===== src/rtl/imm_ext_pkg.sv =====
// Shared mode encodings and the immediate-extension function for imm_extend_pipe.
package imm_ext_pkg;

  typedef enum logic [1:0] {
    MODE_SIGN   = 2'b00,
    MODE_ZERO   = 2'b01,
    MODE_UPPER  = 2'b10,
    MODE_BRANCH = 2'b11
  } imm_mode_e;

  localparam int unsigned EXT_MAX_W = 64;

  // Works on a fixed 64-bit carrier; callers zero-extend the immediate in and size-cast the result.
  function automatic logic [EXT_MAX_W-1:0] imm_ext_f(
    input logic [EXT_MAX_W-1:0] imm,
    input logic [1:0]           mode,
    input int unsigned          in_w,
    input int unsigned          out_w,
    input int unsigned          br_shift
  );
    logic [EXT_MAX_W-1:0] field;
    logic [EXT_MAX_W-1:0] sext;
    logic [EXT_MAX_W-1:0] res;
    field = imm & ~({EXT_MAX_W{1'b1}} << in_w);
    sext  = field;
    if (field[in_w-1])
      sext = field | ({EXT_MAX_W{1'b1}} << in_w);
    res = sext;
    case (imm_mode_e'(mode))
      MODE_SIGN:   res = sext;
      MODE_ZERO:   res = field;
      MODE_UPPER:  res = field << (out_w - in_w);
      MODE_BRANCH: res = sext << br_shift;
      default:     res = sext;
    endcase
    return res & ~({EXT_MAX_W{1'b1}} << out_w);
  endfunction

endpackage


===== src/rtl/pipe_skid_reg.sv =====
// Generic 2-entry valid/ready register: main entry drives the outputs, skid entry
// absorbs one transfer when downstream stalls. in_ready is a registered !skid_valid.
module pipe_skid_reg #(
  parameter int unsigned W = 32
) (
  input  logic         clk,
  input  logic         reset,
  input  logic         in_valid,
  output logic         in_ready,
  input  logic [W-1:0] in_data,
  output logic         out_valid,
  input  logic         out_ready,
  output logic [W-1:0] out_data
);

  logic [W-1:0] skid_data;
  logic         skid_valid;
  logic         skid_valid_next;
  logic         accept;
  logic         drain;
  logic         main_free;

  always_comb begin
    accept          = in_valid & in_ready;
    drain           = out_valid & out_ready;
    main_free       = !out_valid || drain;
    skid_valid_next = skid_valid;
    if (main_free)
      skid_valid_next = 1'b0;
    else if (accept)
      skid_valid_next = 1'b1;
  end

  always_ff @(posedge clk) begin
    if (reset) begin
      out_valid  <= 1'b0;
      out_data   <= '0;
      skid_valid <= 1'b0;
      skid_data  <= '0;
      in_ready   <= 1'b0;
    end else begin
      skid_valid <= skid_valid_next;
      in_ready   <= !skid_valid_next;
      // A full skid always wins the main slot; accept is impossible then since in_ready=0.
      if (main_free) begin
        if (skid_valid) begin
          out_data  <= skid_data;
          out_valid <= 1'b1;
        end else if (accept) begin
          out_data  <= in_data;
          out_valid <= 1'b1;
        end else begin
          out_valid <= 1'b0;
        end
      end else if (accept) begin
        skid_data <= in_data;
      end
    end
  end

endmodule


===== src/rtl/imm_extend_pipe.sv =====
// Pipelined MIPS immediate-extension stage with a 2-entry skid register.
// Optional transfer/stall counters are enabled by defining IMM_EXT_STATS_EN.
module imm_extend_pipe
  import imm_ext_pkg::*;
#(
  parameter int unsigned IN_W     = 16,
  parameter int unsigned OUT_W    = 32,
  parameter int unsigned BR_SHIFT = 2
) (
  input  logic             clk,
  input  logic             reset,
  input  logic             in_valid,
  output logic             in_ready,
  input  logic [IN_W-1:0]  in_imm,
  input  logic [1:0]       in_mode,
  output logic             out_valid,
  input  logic             out_ready,
  output logic [OUT_W-1:0] out_data
`ifdef IMM_EXT_STATS_EN
  ,
  output logic [31:0]      xfer_count,
  output logic [31:0]      stall_count
`endif
);

  logic [OUT_W-1:0] ext_data;

  always_comb begin
    ext_data = OUT_W'(imm_ext_f(EXT_MAX_W'(in_imm), in_mode, IN_W, OUT_W, BR_SHIFT));
  end

  pipe_skid_reg #(
    .W (OUT_W)
  ) u_skid (
    .clk       (clk),
    .reset     (reset),
    .in_valid  (in_valid),
    .in_ready  (in_ready),
    .in_data   (ext_data),
    .out_valid (out_valid),
    .out_ready (out_ready),
    .out_data  (out_data)
  );

`ifdef IMM_EXT_STATS_EN
  always_ff @(posedge clk) begin
    if (reset) begin
      xfer_count  <= '0;
      stall_count <= '0;
    end else begin
      if (out_valid && out_ready)
        xfer_count <= xfer_count + 32'd1;
      if (out_valid && !out_ready && (stall_count != '1))
        stall_count <= stall_count + 32'd1;
    end
  end
`endif

endmodule


===== config.mk =====
export PLATFORM = sky130hd
export DESIGN_NAME = imm_extend_pipe
export DESIGN_NICKNAME = d
export VERILOG_FILES = /design/src/rtl/imm_ext_pkg.sv /design/src/rtl/pipe_skid_reg.sv /design/src/rtl/imm_extend_pipe.sv
export SDC_FILE = /design/constraint.sdc
export NUM_CORES = 1
export LEC_CHECK = 0
export BUFFER_PORTS_ARGS = -buffer_cell sky130_fd_sc_hd__buf_2
export CAP_MARGIN = 20
export CORE_AREA = 2 2 76 78
export CTS_BUF_LIST = sky130_fd_sc_hd__clkbuf_8
export DETAILED_ROUTE_END_ITERATION = 6
export DIE_AREA = 0 0 78 80
export PLACE_DENSITY = 0.9
export SLEW_MARGIN = 25
export SYNTH_ARGS = -nofsm -noshare
export SYNTH_HDL_FRONTEND = slang
export SYNTH_SLANG_ARGS = --single-unit

===== constraint.sdc =====
create_clock -name clk -period 4.1 [get_ports clk]
set_input_delay 1.23 -clock clk [delete_from_list [all_inputs] [get_ports clk]]
set_output_delay 1.23 -clock clk [all_outputs]
set_load 0.02 [all_outputs]

Word level (Yosys, flattened, before mapping)
Index checks and enable logic that the tools add are counted.
{ "totals": {"regBits": 67, "inputBits": 22} }
{ "classes": {"n_reduce_logical": 7, "bitwise_logic": 3, "n_mux": 8, "n_eq_ne": 3} }
{ "op_table": {"columns": ["op", "count"], "rows": [
  ["case mux 32 bit (4 select lines)", 1],
  ["two-way mux 32 bit", 3],
  ["equality test 2 bit (second input constant)", 2],
  ["two-way mux 1 bit", 4],
  ["AND reduction 2 bit", 2],
  ["AND 1 bit", 2],
  ["equality test 2 x 1 -> 1 bit (second input constant)", 1],
  ["zero test 1 bit", 2],
  ["zero test 2 bit", 1],
  ["nonzero test 2 bit", 1],
  ["logical OR 1 bit", 1],
  ["NOT 1 bit", 1]
]} }

Longest topological paths before layout
Gate-level depths: netlist (run 1).
{ "depth": {"depth_word": 4, "mapped_depth": 6, "ltp_nobuf": 3} }

By module
Synthesis (run 1) repeated with hierarchy kept, for this count alone.
{ "hier_totals": {"hier_cells": 357, "area_unflattened_um2": 3379.5} }
{ "by_module_without_submodules": {"columns": ["module", "seq_area_each_um2", "cells_each", "area_per_inst_um2", "n_inst"], "rows": [
  ["pipe_skid_reg", 1341.3, 298, 2869.0, 1],
  ["imm_extend_pipe", 0.0, 59, 510.5, 1]
]} }

Least setup slack after synthesis (run 1)
OpenSTA, ideal clock, no wires.
{ "synth_timing": {"kind": "input to register", "startpoint": "input in_mode[1]", "endpoint": "register u_skid.out_data[11]", "arrival_time_ns": 2.141, "n_path_buf": 2, "setup_slack_ns": 1.842, "stages": 5, "setup_time_ns": 0.117, "cell_sequence": "and2_1 -> buf_6 -> buf_6 -> a211o_1 -> a32o_1"} }
{ "synth_between": {"elab_chain_len": 4, "word_cells_on_any_way": 7, "cone_classes": "eq/ne: 3; mux: 3; reduce/logical: 1"} }
{ "synth_lines": {"columns": ["item", "line", "text"], "rows": [
  ["from (decl)", "imm_extend_pipe.sv:15", "input logic [1:0] in_mode,"],
  ["equality test 2 bit (tied with other cells)", "imm_ext_pkg.sv:29", "case (imm_mode_e'(mode))"],
  ["case mux 32 bit (4 select lines) *", "imm_ext_pkg.sv:29", null],
  ["two-way mux 32 bit *", "pipe_skid_reg.sv:49", "end else if (accept) begin"],
  ["two-way mux 32 bit *", "pipe_skid_reg.sv:46", "if (skid_valid) begin"],
  ["to (signal assigned)", "pipe_skid_reg.sv:47", "out_data <= skid_data;"],
  ["to (signal assigned)", "pipe_skid_reg.sv:50", "out_data <= in_data;"],
  ["to (decl)", "pipe_skid_reg.sv:13", "output logic [W-1:0] out_data"]
]} }
Every way passes the cells marked *; elsewhere a longest branch is shown, timed or not. The select of a mux whose other input is x is not followed.
A chain may end at the register's enable or synchronous reset.

Worst setup path in the final report (run 1)
{ "layout_timing": {"startpoint": "input in_mode[1]", "endpoint": "register u_skid.skid_data[15]"} }
{ "layout_between": {"elab_chain_len": 2, "word_cells_on_any_way": 5, "cone_classes": "eq/ne: 3; mux: 1; reduce/logical: 1"} }
{ "layout_lines": {"columns": ["item", "line", "text"], "rows": [
  ["equality test 2 bit (tied with other cells)", "imm_ext_pkg.sv:29", null],
  ["case mux 32 bit (4 select lines) *", "imm_ext_pkg.sv:29", null],
  ["to (signal assigned)", "pipe_skid_reg.sv:56", "skid_data <= in_data;"],
  ["to (decl)", "pipe_skid_reg.sv:16", "logic [W-1:0] skid_data;"]
]} }
Every way passes the cells marked *; elsewhere a longest branch is shown, timed or not.

==> flow_summary.ini, run 1 <==
[timing]
slew_viol_final = 0
rsz0062_at_grt = false
setup_tns_ns = 0
fmax_mhz = 386
fin_skew_ns = 0.00472
finalHoldViolCount = 0
setup_viol = 0
max_slew_margin_pct = 36.5
worst_slew_pin_slew_ns = 0.952
fin_crit_ns = 2.59
fin_crit_sh_pct = 63.1

[drt]
vias = 2922
drtIter0Drc = 265
wl_um = 7620
wire_per_inst_um = 16.5
first_pass_iters = 6
antenna_left = 0
drc = 0
vias_per_cell = 6.32

[clock_network]
cts.path.max_buffers = 2
clk_pin_slew_ns = 0.07
cts_buffers = 9
cts.repair.resized = 0
htreeDepth = 3
cts.hold.buffers_added = 0
cts_tree = yes
post_cts_buffers = 0
cts_root_buffer = clkbuf_8
insertion_delay_ns = 0.35
numClockSinks = 67

[power]
max-vdd-ir-drop_mv = 0.283
p_leak_nw = 1.36
p_per_area_nw_per_um2 = 389

[worst_setup_path]
endpoint_kind = flop
path_cells = buf_2 -> and2_1 -> a21oi_1 -> a211oi_1
r2r_start = u_skid.skid_valid$_SDFF_PP0_
critPathBufInv = 1
r2r_end = u_skid.out_data[28]$_SDFFE_PP0P_
cp_slowest_cell = and2_1
cp.required_ns = 4.36
path_class = in -> reg
critPathMaxStageDelay_ns = 0.83
reg2reg_depth = 4
crit_family = simple AND/OR/NAND/NOR gates
critPathLaunchType = input pin
path_max_fanout = 28
r2r_slack_ns = 2.15
arrival_ns = 2.85

[global_routing]
grt_usage_pct = 26.0
grt_max_degree = 40
grt_pass1_wl_um = 12600
overflow = 0
grt_pass1_vias = 2512
antenna_found_initial = 0

[synth]
synth_xor_area_share_pct = 0.278
async_flop_share_pct = 0
synth_compound_area_share_pct = 33.4
ys_seq_area_share_pct = 42.6
yosys.area_share.simple_pct = 15.2
synthFlopType = dfxtp_1
synth_mux_area_share_pct = 0.358
yosys_register_bits = 67
synth_fa_ha_area_share_pct = 0
synth_cell_types = 32
synth_edf_count = 0
synth.cell_area_sq_um = 3150
synth_top_family_by_area = compound AO/OA/AOI/OAI gates
syn-instance-count = 351
syn-mean-instance-area_sq_um = 8.96
syn-num-nets = 373
yosysWarnings = 0

[cells_and_area]
fin_nets = 407
fillers = 469
fin_util_pct = 66.1
diodes = 0
drive_above_1_share_pct = 21.0
area_delta_synth_final_pct = 13.6

[placement]
hpwl_um = 4910
place.gp.congestion = 0.839
port_buffers = 55

[die]
die_area_sq_um = 6240
die_h_um = 80
fp.coreArea_sq_um = 5410
dieWidth_um = 78
io_pins = 56
start_util_pct = 58.2
num_rows = 27

[run_status]
status = complete, no violations

[worst_hold_path]
min_to = u_skid.skid_data[31]$_SDFFE_PP0P_
min_from = u_skid.skid_data[31]$_SDFFE_PP0P_
hp-class = reg -> reg
hold_depth = 2

[run]
drv_cap = 0
metal layers:
layer  part of all wire [%]  global-route usage, %
met3                    8.0                   5.20
met2                     44                   36.7
met4                    2.7                   15.1
met5                      0                      0
met1                     45                   36.8
registers in the layout (all words and copies together), names as in the netlist:
| register | cells |
|---|---|
| u_skid.in_ready | 1 |
| u_skid.skid_data | 32 |
| u_skid.out_data | 32 |
| u_skid.skid_valid | 1 |
| u_skid.out_valid | 1 |
through the flow:
step                      worst slack (ns)  area (sq um)  hold WS, ns  power (W)  std cells
final                                 1.51          3570        0.457    0.00139        462
after global routing                  1.40          3570        0.488    0.00145        462
after CTS                             1.26          3560        0.457    0.00140        462
after detailed placement             0.951          3370        0.448   0.000885        446
after global placement                1.11          3370        0.442   0.000880        446
after floorplan                       1.84          3150        0.437   0.000830        351
cell type report:
cell class / count / area (sq um) / area share [%]
timing repair buffer: 62 / 328 / 9.17
clock buffer: 13 / 179 / 5.01
sequential: 67 / 1340 / 37.5
clock inverter: 3 / 12.5 / 0.350
tap: 72 / 90.1 / 2.52
multi-input combinational: 229 / 1560 / 43.7
inverter: 16 / 60.1 / 1.68
cells in the mapped netlist (6+ instances only):
cell type	number	area [sq um]
a32o_1	14	140
inv_1	16	60.1
buf_2	15	75.1
a221oi_1	14	123
a21oi_1	29	145
a211o_1	14	123
nor2b_1	16	100
o32ai_1	14	123
nand2_1	6	22.5
a211oi_1	30	225
dfxtp_1	67	1340
nor3_1	15	75.1
clkbuf_1	16	60.1
o2111ai_1	14	123
nand2b_1	16	100
nor2_1	29	109
worst max-delay path by stage:
stage / start / endpoint / slack (ns) / depth (start not counted)
finish: in_mode[1] / u_skid.skid_data[15]$_SDFFE_PP0P_ / 1.51 / 4
global route: in_mode[1] / u_skid.skid_data[10]$_SDFFE_PP0P_ / 1.40 / 4
CTS: in_mode[1] / u_skid.skid_data[19]$_SDFFE_PP0P_ / 1.26 / 4
detailed placement: in_mode[1] / u_skid.skid_data[18]$_SDFFE_PP0P_ / 0.95 / 4
global placement: in_mode[1] / u_skid.skid_data[26]$_SDFFE_PP0P_ / 1.11 / 4
floorplan: in_mode[1] / u_skid.out_data[11]$_SDFFE_PP0P_ / 1.84 / 5
placed cells by master (no fill, tap or decap), types with 6 or more instances in the layout:
| cell type | instances |
|---|---|
| a211o_1 | 14 |
| a211oi_1 | 30 |
| a21oi_1 | 28 |
| a221oi_1 | 14 |
| a32o_1 | 14 |
| buf_2 | 55 |
| buf_4 | 7 |
| clkbuf_8 | 13 |
| dfxtp_1 | 67 |
| inv_1 | 18 |
| nand2_1 | 6 |
| nand2b_1 | 16 |
| nor2_1 | 28 |
| nor2b_1 | 16 |
| nor3_1 | 15 |
| o2111ai_1 | 14 |
| o32ai_1 | 14 |
kinds of logic (layout without fill, tap and decap cells):
| group | count (synthesis) | in the layout |
|---|---|---|
| compound gates | 135 | 135 |
| flops | 67 | 67 |
| mux | 1 | 1 |
| xor+xnor | 1 | 1 |
| simple gates | 92 | 92 |
| buf+inv | 55 | 94 |
worst register-to-register path: cells and delay by family, from the launching register on:
family | cells | cell delay, ns
buffers and inverters | 2 | 0.80
DFF | 1 | 0.59
AOI/OAI and AO/OA | 2 | 0.44
where the power goes:
group / switching [W] / internal [W]
clock network: 0.000236 / 0.000280
registers: 0.0000115 / 0.000673
logic: 0.000121 / 0.0000687
total: 0.000368 / 0.00102
Power figures use the tool's default switching activity.
==> inputs of run 2 (changes only) <==
--- a/config.mk
+++ b/config.mk
@@ -7,11 +7,11 @@
 export LEC_CHECK = 0
 export BUFFER_PORTS_ARGS = -buffer_cell sky130_fd_sc_hd__buf_2
 export CAP_MARGIN = 20
-export CORE_AREA = 2 2 76 78
+export CORE_AREA = 2 2 81 83
 export CTS_BUF_LIST = sky130_fd_sc_hd__clkbuf_8
 export DETAILED_ROUTE_END_ITERATION = 6
-export DIE_AREA = 0 0 78 80
-export PLACE_DENSITY = 0.9
+export DIE_AREA = 0 0 83 85
+export PLACE_DENSITY = 0.84
 export SLEW_MARGIN = 25
 export SYNTH_ARGS = -nofsm -noshare
 export SYNTH_HDL_FRONTEND = slang
==> constraint.sdc (replaced) <==
create_clock -name clk -period 2.15 [get_ports clk]
set_input_delay 0.645 -clock clk [delete_from_list [all_inputs] [get_ports clk]]
set_output_delay 0.645 -clock clk [all_outputs]
set_load 0.02 [all_outputs]
==> flow_summary.ini, run 2 (synthesis results as in run 1) <==
[drt]
wl_met1_um = 3590
vias = 2938
first_pass_iters = 4
vias_per_cell = 6.20
wl_um = 7850
drtIter0Drc = 241
wl_met3_um = 468
dr.max_layer_used = met4
wire_per_inst_um = 16.6
drc = 0
antenna_left = 0
wl_met2_um = 3640

[die]
die_h_um = 85
fp.coreArea_sq_um = 6200
start_util_pct = 50.7
die_area_sq_um = 7060
io_pins = 56
dieWidth_um = 83
num_rows = 29

[clock_network]
post_cts_buffers = 0
cts_root_buffer = clkbuf_8
cts_tree = yes
cts.repair.resized = 0
insertion_delay_ns = 0.34
cts.path.max_buffers = 2
cts.hold.buffers_added = 0
cts_buffers = 9
clk_pin_slew_ns = 0.07
htreeDepth = 3
numClockSinks = 67

[run_status]
status = complete, no violations

[worst_setup_path]
reg2reg_depth = 5
r2r_slack_ns = 0.44
critPathLaunchType = flop
r2r_start = u_skid.skid_valid$_SDFF_PP0_
path_cells = buf_4 -> a21o_1 -> a21oi_1 -> buf_4 -> a32o_1
endpoint_kind = flop
critPathMaxStageDelay_ns = 0.43
crit_end = u_skid.out_data[3]$_SDFFE_PP0P_
cp_slowest_cell = buf_4
cp.required_ns = 2.38
r2r_end = u_skid.out_data[3]$_SDFFE_PP0P_
critical_path.most_common_cell = buf_4
path_class = reg -> reg
arrival_ns = 1.94
worstSetupStartpoint = u_skid.skid_valid$_SDFF_PP0_
path_max_fanout = 50

[global_routing]
grt_usage_pct = 23.0
grt_max_degree = 51
grt_pass1_wl_um = 13200
overflow = 0
antenna_found_initial = 0
grt_pass1_vias = 2681

[placement]
port_buffers = 55
place.gp.congestion = 0.794
hpwl_um = 5160

[power]
power_frac_seq_pct = 48.2
p_switching_w = 0.000726
power_frac_clock_pct = 38.0
p_per_area_nw_per_um2 = 742
max-vdd-ir-drop_mv = 0.462
p_leak_nw = 1.39
p_int_w = 0.00198
comb_power_share_pct = 13.8
swShare_pct = 26.8

[cells_and_area]
final_cell_mix = dfxtp_1 (67), buf_2 (55), a211oi_1 (30)
diodes = 0
area_delta_synth_final_pct = 16.0
reg.largest.list = u_skid.out_data: 32 flops, u_skid.skid_data: 32 flops
fin_nets = 414
layout_commonest_cell = dfxtp_1
drive_above_1_share_pct = 22.2

[timing]
fin_skew_ns = 0.00793
whs_ns = 0.464
setup_viol = 0
max_slew_margin_pct = 56.7
fin_crit_sh_pct = 79.4
slew_viol_final = 0
worst_slew_pin_slew_ns = 0.649
rsz0062_at_grt = false
fin_crit_ns = 1.71
setup_tns_ns = 0
fmax_mhz = 585
finalHoldViolCount = 0

[run]
drv_cap = 0

[worst_hold_path]
hp-class = reg -> reg
-- run 2: area by class of cell --
class,count,area (sq um)
Timing Repair Buffer,69,405
Inverter,16,60.1
Sequential cell,67,1340
Fill cell,543,2560
Clock buffer,10,138
Multi-Input combinational cell,229,1550
Clock inverter,6,56.3
Tap cell,77,96.3
-- run 2: metrics by stage --
| step | cells | utilization [%] | setup slack [ns] | area, sq um | power (W) |
|---|---|---|---|---|---|
| 2_1_floorplan | 351 | - | 0.477 | 3150 | 0.00158 |
| 3_3_place_gp | 458 | 55.6 | 0.120 | 3450 | 0.00170 |
| 3_5_place_dp | 458 | 55.6 | 0.0897 | 3450 | 0.00170 |
| 4_1_cts | 474 | 58.8 | 0.457 | 3650 | 0.00272 |
| 5_1_grt | 474 | 58.8 | 0.238 | 3650 | 0.00281 |
| 6_report | 474 | 58.8 | 0.442 | 3650 | 0.00271 |
-- run 2: metal layers --
metal / GRT usage [%] / up-vias
met4: 10.3 / 0
li1: - / 1421
met5: 0 / -
met3: 3.99 / 12
met1: 32.7 / 1419
met2: 34.5 / 86
-- run 2: worst min path at each step --
| stage | from | to | slack (ns) | cells past startpoint |
|---|---|---|---|---|
| CTS | u_skid.skid_data[16]$_SDFFE_PP0P_ | u_skid.skid_data[16]$_SDFFE_PP0P_ | 0.46 | 2 |
| finish | u_skid.skid_data[1]$_SDFFE_PP0P_ | u_skid.skid_data[1]$_SDFFE_PP0P_ | 0.46 | 2 |
| floorplan | u_skid.skid_data[16]$_SDFFE_PP0P_ | u_skid.skid_data[16]$_SDFFE_PP0P_ | 0.44 | 2 |
| detailed placement | u_skid.out_data[5]$_SDFFE_PP0P_ | u_skid.out_data[5]$_SDFFE_PP0P_ | 0.45 | 1 |
| global placement | u_skid.skid_data[31]$_SDFFE_PP0P_ | u_skid.skid_data[31]$_SDFFE_PP0P_ | 0.44 | 2 |
| global route | u_skid.skid_data[16]$_SDFFE_PP0P_ | u_skid.skid_data[16]$_SDFFE_PP0P_ | 0.48 | 2 |
-- run 2: critical path: cells and delay by family (launching register included) --
family / cells / cell delay, ns
buffers and inverters: 2 / 0.65
AO/OA/AOI/OAI: 3 / 0.60
flip-flops: 1 / 0.34
-- run 2: power groups by stage --
| stage | Clock, W | Combinational [W] | Sequential, W |
|---|---|---|---|
| floorplan | 0 | 0.000211 | 0.00137 |
| global placement | 0 | 0.000364 | 0.00133 |
| detailed placement | 0 | 0.000371 | 0.00133 |
| CTS | 0.00104 | 0.000372 | 0.00131 |
| global route | 0.00109 | 0.000410 | 0.00131 |
| finish | 0.00103 | 0.000375 | 0.00131 |
